**src/rtl/packet_merge_arb.sv**
```systemverilog
// Two-input packet merger: each requester feeds a small FIFO, and a round-robin
// arbiter loads one output register that drives a valid/ready downstream link.
module packet_merge_arb #(
  parameter int W     = 38,
  parameter int DEPTH = 2
) (
  input  logic         CLK,
  input  logic         MR,
  input  logic         Send_in_A,
  output logic         Ack_out_A,
  input  logic [W-1:0] PACKET_IN_A,
  input  logic         Send_in_B,
  output logic         Ack_out_B,
  input  logic [W-1:0] PACKET_IN_B,
  output logic         Send_out,
  input  logic         Ack_in,
  output logic [W-1:0] PACKET_OUT,
  output logic         GRANT_SRC,
  output logic [15:0]  PKT_CNT
);

  localparam int AW = (DEPTH > 2) ? $clog2(DEPTH) : 1;
  localparam int CW = $clog2(DEPTH + 1);

  typedef enum logic {EMPTY, FULL} state_e;

  // Index 0 is requester A, index 1 is requester B throughout.
  logic [1:0]    send_in;
  logic [1:0]    ack_out;
  logic [1:0]    push;
  logic [1:0]    pop;
  logic [W-1:0]  pkt_in [2];

  logic [W-1:0]  mem_q    [2][DEPTH];
  logic [AW-1:0] wr_ptr_q [2];
  logic [AW-1:0] rd_ptr_q [2];
  logic [CW-1:0] cnt_q    [2];

  state_e        state_q, state_d;
  logic [W-1:0]  out_q, out_d;
  logic          src_q, src_d;
  logic          last_q, last_d;
  logic [15:0]   pkt_cnt_q;

  logic          a_ne, b_ne, grant_b, out_xfer, load;

  assign send_in   = {Send_in_B, Send_in_A};
  assign pkt_in[0] = PACKET_IN_A;
  assign pkt_in[1] = PACKET_IN_B;

  // Full status comes from the registered count only, so a same-edge pop never frees a slot early.
  assign ack_out[0] = (cnt_q[0] < CW'(DEPTH));
  assign ack_out[1] = (cnt_q[1] < CW'(DEPTH));
  assign push       = send_in & ack_out;

  assign Ack_out_A  = ack_out[0];
  assign Ack_out_B  = ack_out[1];
  assign Send_out   = (state_q == FULL);
  assign PACKET_OUT = out_q;
  assign GRANT_SRC  = src_q;
  assign PKT_CNT    = pkt_cnt_q;

  // NOTE: FIFO storage has no reset; the pointers and counts alone define which entries are valid.
  always_ff @(posedge CLK) begin
    for (int s = 0; s < 2; s++) begin
      if (push[s]) mem_q[s][wr_ptr_q[s]] <= pkt_in[s];
    end
  end

  // NOTE: sequential state uses non-blocking assignments so every register samples pre-edge values.
  always_ff @(posedge CLK) begin
    if (MR) begin
      for (int s = 0; s < 2; s++) begin
        wr_ptr_q[s] <= '0;
        rd_ptr_q[s] <= '0;
        cnt_q[s]    <= '0;
      end
    end else begin
      for (int s = 0; s < 2; s++) begin
        if (push[s]) wr_ptr_q[s] <= wr_ptr_q[s] + AW'(1);
        if (pop[s])  rd_ptr_q[s] <= rd_ptr_q[s] + AW'(1);
        case ({push[s], pop[s]})
          2'b10:   cnt_q[s] <= cnt_q[s] + CW'(1);
          2'b01:   cnt_q[s] <= cnt_q[s] - CW'(1);
          default: cnt_q[s] <= cnt_q[s];
        endcase
      end
    end
  end

  assign a_ne     = (cnt_q[0] != '0);
  assign b_ne     = (cnt_q[1] != '0);
  // On a tie the source not granted last wins; otherwise whichever FIFO has data.
  assign grant_b  = (a_ne && b_ne) ? ~last_q : b_ne;
  assign out_xfer = (state_q == FULL) && Ack_in;
  assign load     = ((state_q == EMPTY) || out_xfer) && (a_ne || b_ne);

  // NOTE: every always_comb output gets a default first so no latch is inferred.
  always_comb begin
    state_d = state_q;
    out_d   = out_q;
    src_d   = src_q;
    last_d  = last_q;
    pop     = 2'b00;
    if (load) begin
      state_d      = FULL;
      out_d        = mem_q[grant_b][rd_ptr_q[grant_b]];
      src_d        = grant_b;
      last_d       = grant_b;
      pop[grant_b] = 1'b1;
    end else if (out_xfer) begin
      state_d = EMPTY;
    end
  end

  always_ff @(posedge CLK) begin
    if (MR) begin
      state_q   <= EMPTY;
      out_q     <= '0;
      src_q     <= 1'b0;
      last_q    <= 1'b1;
      pkt_cnt_q <= '0;
    end else begin
      state_q <= state_d;
      out_q   <= out_d;
      src_q   <= src_d;
      last_q  <= last_d;
      if (out_xfer) pkt_cnt_q <= pkt_cnt_q + 16'd1;
    end
  end

endmodule

```
**config.mk**
```make
export PLATFORM = sky130hd
export DESIGN_NAME = packet_merge_arb
export DESIGN_NICKNAME = d
export VERILOG_FILES = /design/src/rtl/packet_merge_arb.sv
export SDC_FILE = /design/constraint.sdc
export NUM_CORES = 1
export LEC_CHECK = 0
export CAP_MARGIN = 20
export CORE_UTILIZATION = 53
export DETAILED_ROUTE_END_ITERATION = 7
export PLACE_DENSITY = 0.79
export SYNTH_ARGS = -nofsm -noshare
export SYNTH_HDL_FRONTEND = slang
export SYNTH_SLANG_ARGS = --single-unit
```
**constraint.sdc**
```tcl
create_clock -name CLK -period 3.76 [get_ports CLK]
set_input_delay 0.376 -clock CLK [delete_from_list [all_inputs] [get_ports CLK]]
set_output_delay 0.376 -clock CLK [all_outputs]
set_load 0.005 [all_outputs]
```
==> impl_metrics.env <==
export IMPL_syn_nets=632
export IMPL_swShare_pct=28.3
export IMPL_p_leak_nw=3.77
export IMPL_synthDistinctLibCells=37
export IMPL_drc=0
export IMPL_ys_seq_area_share_pct=70.5
export IMPL_worstPathRequired_ns=3.98
export IMPL_final_layout_size_suffix_gt1_share_pct=13.2
export IMPL_crit_top_cell="nor2_1"
export IMPL_clockPowerShare_pct=27.4
export IMPL_wl_per_cell_um=18.9
export IMPL_clk_pin_slew_ns=0.06
export IMPL_htreeDepth=1
export IMPL_rows=45
export IMPL_synth_top_family_by_area="multiplexers"
export IMPL_yosysMostFrequentCell="edfxtp_1"
export IMPL_antennaDiodeCount=0
export IMPL_fin_area_um2=10800
export IMPL_holdWs_ns=0.462
export IMPL_rsz0062_at_grt="false"
export IMPL_place_congestion=0.764
export IMPL_ys_flop_type="edfxtp_1"
export IMPL_status="completed"
export IMPL_yosys_warnings=0
export IMPL_cts_sinks=217
export IMPL_cap_viol_max_count=0
export IMPL_cp_max_fo=21
export IMPL_fin_crit_sh_pct=71.1
export IMPL_synthToLayoutAreaGrowth_pct=27.8
export IMPL_pwr_share_seq_pct=44.4
export IMPL_holdBufCountCts=0
export IMPL_first_global_vias=5169
export IMPL_grt_pass1_wl_mm=27.2
export IMPL_endpoint_kind="flip-flop"
export IMPL_antenna_found_initial=0
export IMPL_synth_top_cell_area_share_pct=57.0
export IMPL_dieArea_um2=16400
export IMPL_tns_ns=0
export IMPL_regArea_um2=5950
export IMPL_ys_top_cells_by_count="edfxtp_1, mux2i_1, dfxtp_1"
export IMPL_synthSimpleGateAreaFrac_pct=7.53
export IMPL_crit_slowest_cell="a21oi_4"
export IMPL_cts_setup_buffers=0
export IMPL_clock_latency_ns=0.49
export IMPL_worstPathCellList="or2_2, a21oi_4, nand2_1, ha_1, nor2_1, xor2_1, nor2_1"
export IMPL_internal_power_mw=5.55
export IMPL_clk_path_buf_depth=3
export IMPL_power_frac_comb_pct=28.3
export IMPL_period_needed_ns=2.67
export IMPL_yosysTopAreaCell="edfxtp_1"
export IMPL_yosys_top_cells_area="edfxtp_1, dfxtp_1, mux2i_1"
export IMPL_numCtsBuffers=22
export IMPL_synth_area_mux_share_pct=14.1
export IMPL_postSynth_asyncResetShare_pct=0
export IMPL_place_area_um2=10000
export IMPL_via_count=5002
export IMPL_netlist_area_um2=8430
export IMPL_synth_compound_area_share_pct=3.81
export IMPL_die_y_um=128
export IMPL_portBuffers=138
export IMPL_finalNonFillerCells=915
export IMPL_cts_repair_resized=0
export IMPL_hold_path_class="input pin to flip-flop"
export IMPL_detailedPlacementHpwl_mm=10.9
export IMPL_synth_fa_ha_area_share_pct=0.594
export IMPL_fin_util_pct=70.1
export IMPL_first_pass_iters=5
export IMPL_n_fill_cell=1018
export IMPL_startpoint_type="flip-flop"
export IMPL_slew_headroom_pct=23.2
export IMPL_synth_edf_count=160
export IMPL_drt_iter0_drc=304
export IMPL_hold_viol_final=0
export IMPL_post_place_cells=874
export IMPL_path_class="flip-flop to flip-flop"
export IMPL_cts_tree="built"
export IMPL_antenna_left=0
export IMPL_ios=139
export IMPL_core_area_um2=15400
export IMPL_synth_xor_area_share_pct=1.25
export IMPL_viasPerCell=5.47
export IMPL_syn_inst=547
export IMPL_grt_start_max_net_pins=70
export IMPL_max_freq_mhz=374
export IMPL_fin_skew_ns=0.0103
export IMPL_p_sw_mw=2.19
export IMPL_tightest_slew_ns=1.15
export IMPL_max_stage_delay_ns=0.64
export IMPL_overflow=0
export IMPL_root_buffer="clkbuf_16"
export IMPL_final_setup_viol_count=0
export IMPL_grt_total_usage_pct=21.7
export IMPL_multi_input_area_um2=2330
export IMPL_ir_drop_mv=0.507
export IMPL_die_x_um=128
export IMPL_drt_total_wl_mm=17.3
export IMPL_final_nets=773
export IMPL_critical_path_arrival_ns=2.89
export IMPL_powerDensity_nw_per_um2=719
export IMPL_initial_core_util_pct=54.8
export IMPL_drv_slew=0
export IMPL_syn_avg_cell_area_um2=15.4
export IMPL_synth_seq_cells=217
==> layer usage <==
layer  vias to the layer above  GRT usage (%)  wire length (um)
met3                        23           4.63              1160
met5                         -              0                 0
met1                      2463           28.2              7260
met4                         0           5.26               247
li1                       2343              -                 -
met2                       173           37.5              8670
==> kinds of logic (layout without fill, tap and decap cells) <==
family	after synthesis	count (layout)
compound gates	59	59
fa+ha+maj	4	4
simple gates	104	104
mux	114	114
buf+inv	37	194
flops	217	217
xor+xnor	12	12
==> sequential cells by signal, indices dropped and copies added, names as in the netlist <==
name,cells
rd_ptr_q,2
wr_ptr_q,2
Send_out,1
PACKET_OUT,38
GRANT_SRC,1
cnt_q,4
PKT_CNT,16
mem_q,152
last_q,1
==> placed cells by master, fill, tap and decap left out, types with 4 or more instances in the layout <==
cell type	Yosys	final
ha_1	4	4
dfxtp_1	57	57
o21ai_0	38	38
nand2_1	10	10
mux2_2	38	38
clkbuf_16	0	23
o21ai_1	5	5
mux2i_1	76	76
a21oi_1	7	7
clkdlybuf4s50_1	0	137
nand3_1	6	6
clkinv_2	0	5
nand4_1	4	4
buf_4	8	7
clkbuf_1	16	5
nand2b_1	4	4
nor2_1	23	21
nand3b_1	38	38
clkbuf_8	0	4
xor2_1	12	12
edfxtp_1	160	160
and4_1	4	4
inv_1	6	6
==> critical path: cells and delay by family, from the launching register on <==
kind / cells / cell delay [ns]
AOI/OAI and AO/OA: 1 / 0.64
xor gates and xnor gates: 1 / 0.16
adders and majority gates: 1 / 0.37
DFF: 1 / 0.45
and+or+nand+nor: 4 / 0.78
==> through the flow <==
stage / setup slack, ns / total power [mW]
2_1_floorplan: 1.08 / 4.70
5_1_grt: 0.913 / 8.10
4_1_cts: 1.10 / 7.78
6_report: 1.09 / 7.74
3_3_place_gp: 1.16 / 5.58
3_5_place_dp: 1.12 / 5.66
==> final timing paths <==
kind / cells after the start / to / slack (ns) / startpoint
min reg2reg: 2 / GRANT_SRC / 0.46 / GRANT_SRC
max reg2reg: 7 / cnt_q[1][1] / 1.09 / cnt_q[0][1]
max: 7 / cnt_q[1][1] / 1.09 / cnt_q[0][1]
min: 1 / mem_q[1][29] / 0.46 / PACKET_IN_B[29]
==> power by group through the flow <==
stage	clock (mW)	sequential [mW]	combinational, mW
floorplan	0	3.34	1.35
global placement	0	3.47	2.12
detailed placement	0	3.48	2.18
CTS	2.14	3.44	2.20
global route	2.24	3.48	2.37
finish	2.12	3.43	2.19
==> layout make-up <==
| cell class | count | area share (%) |
|---|---|---|
| flip-flops and latches | 217 | 55.2 |
| clock buffers | 32 | 6.03 |
| inverters | 6 | 0.209 |
| well taps | 211 | 2.45 |
| multi-input cells | 293 | 21.7 |
| repair buffers | 148 | 13.8 |
| clock inverters | 8 | 0.616 |
Note: power is estimated with default switching activity, not from simulation.
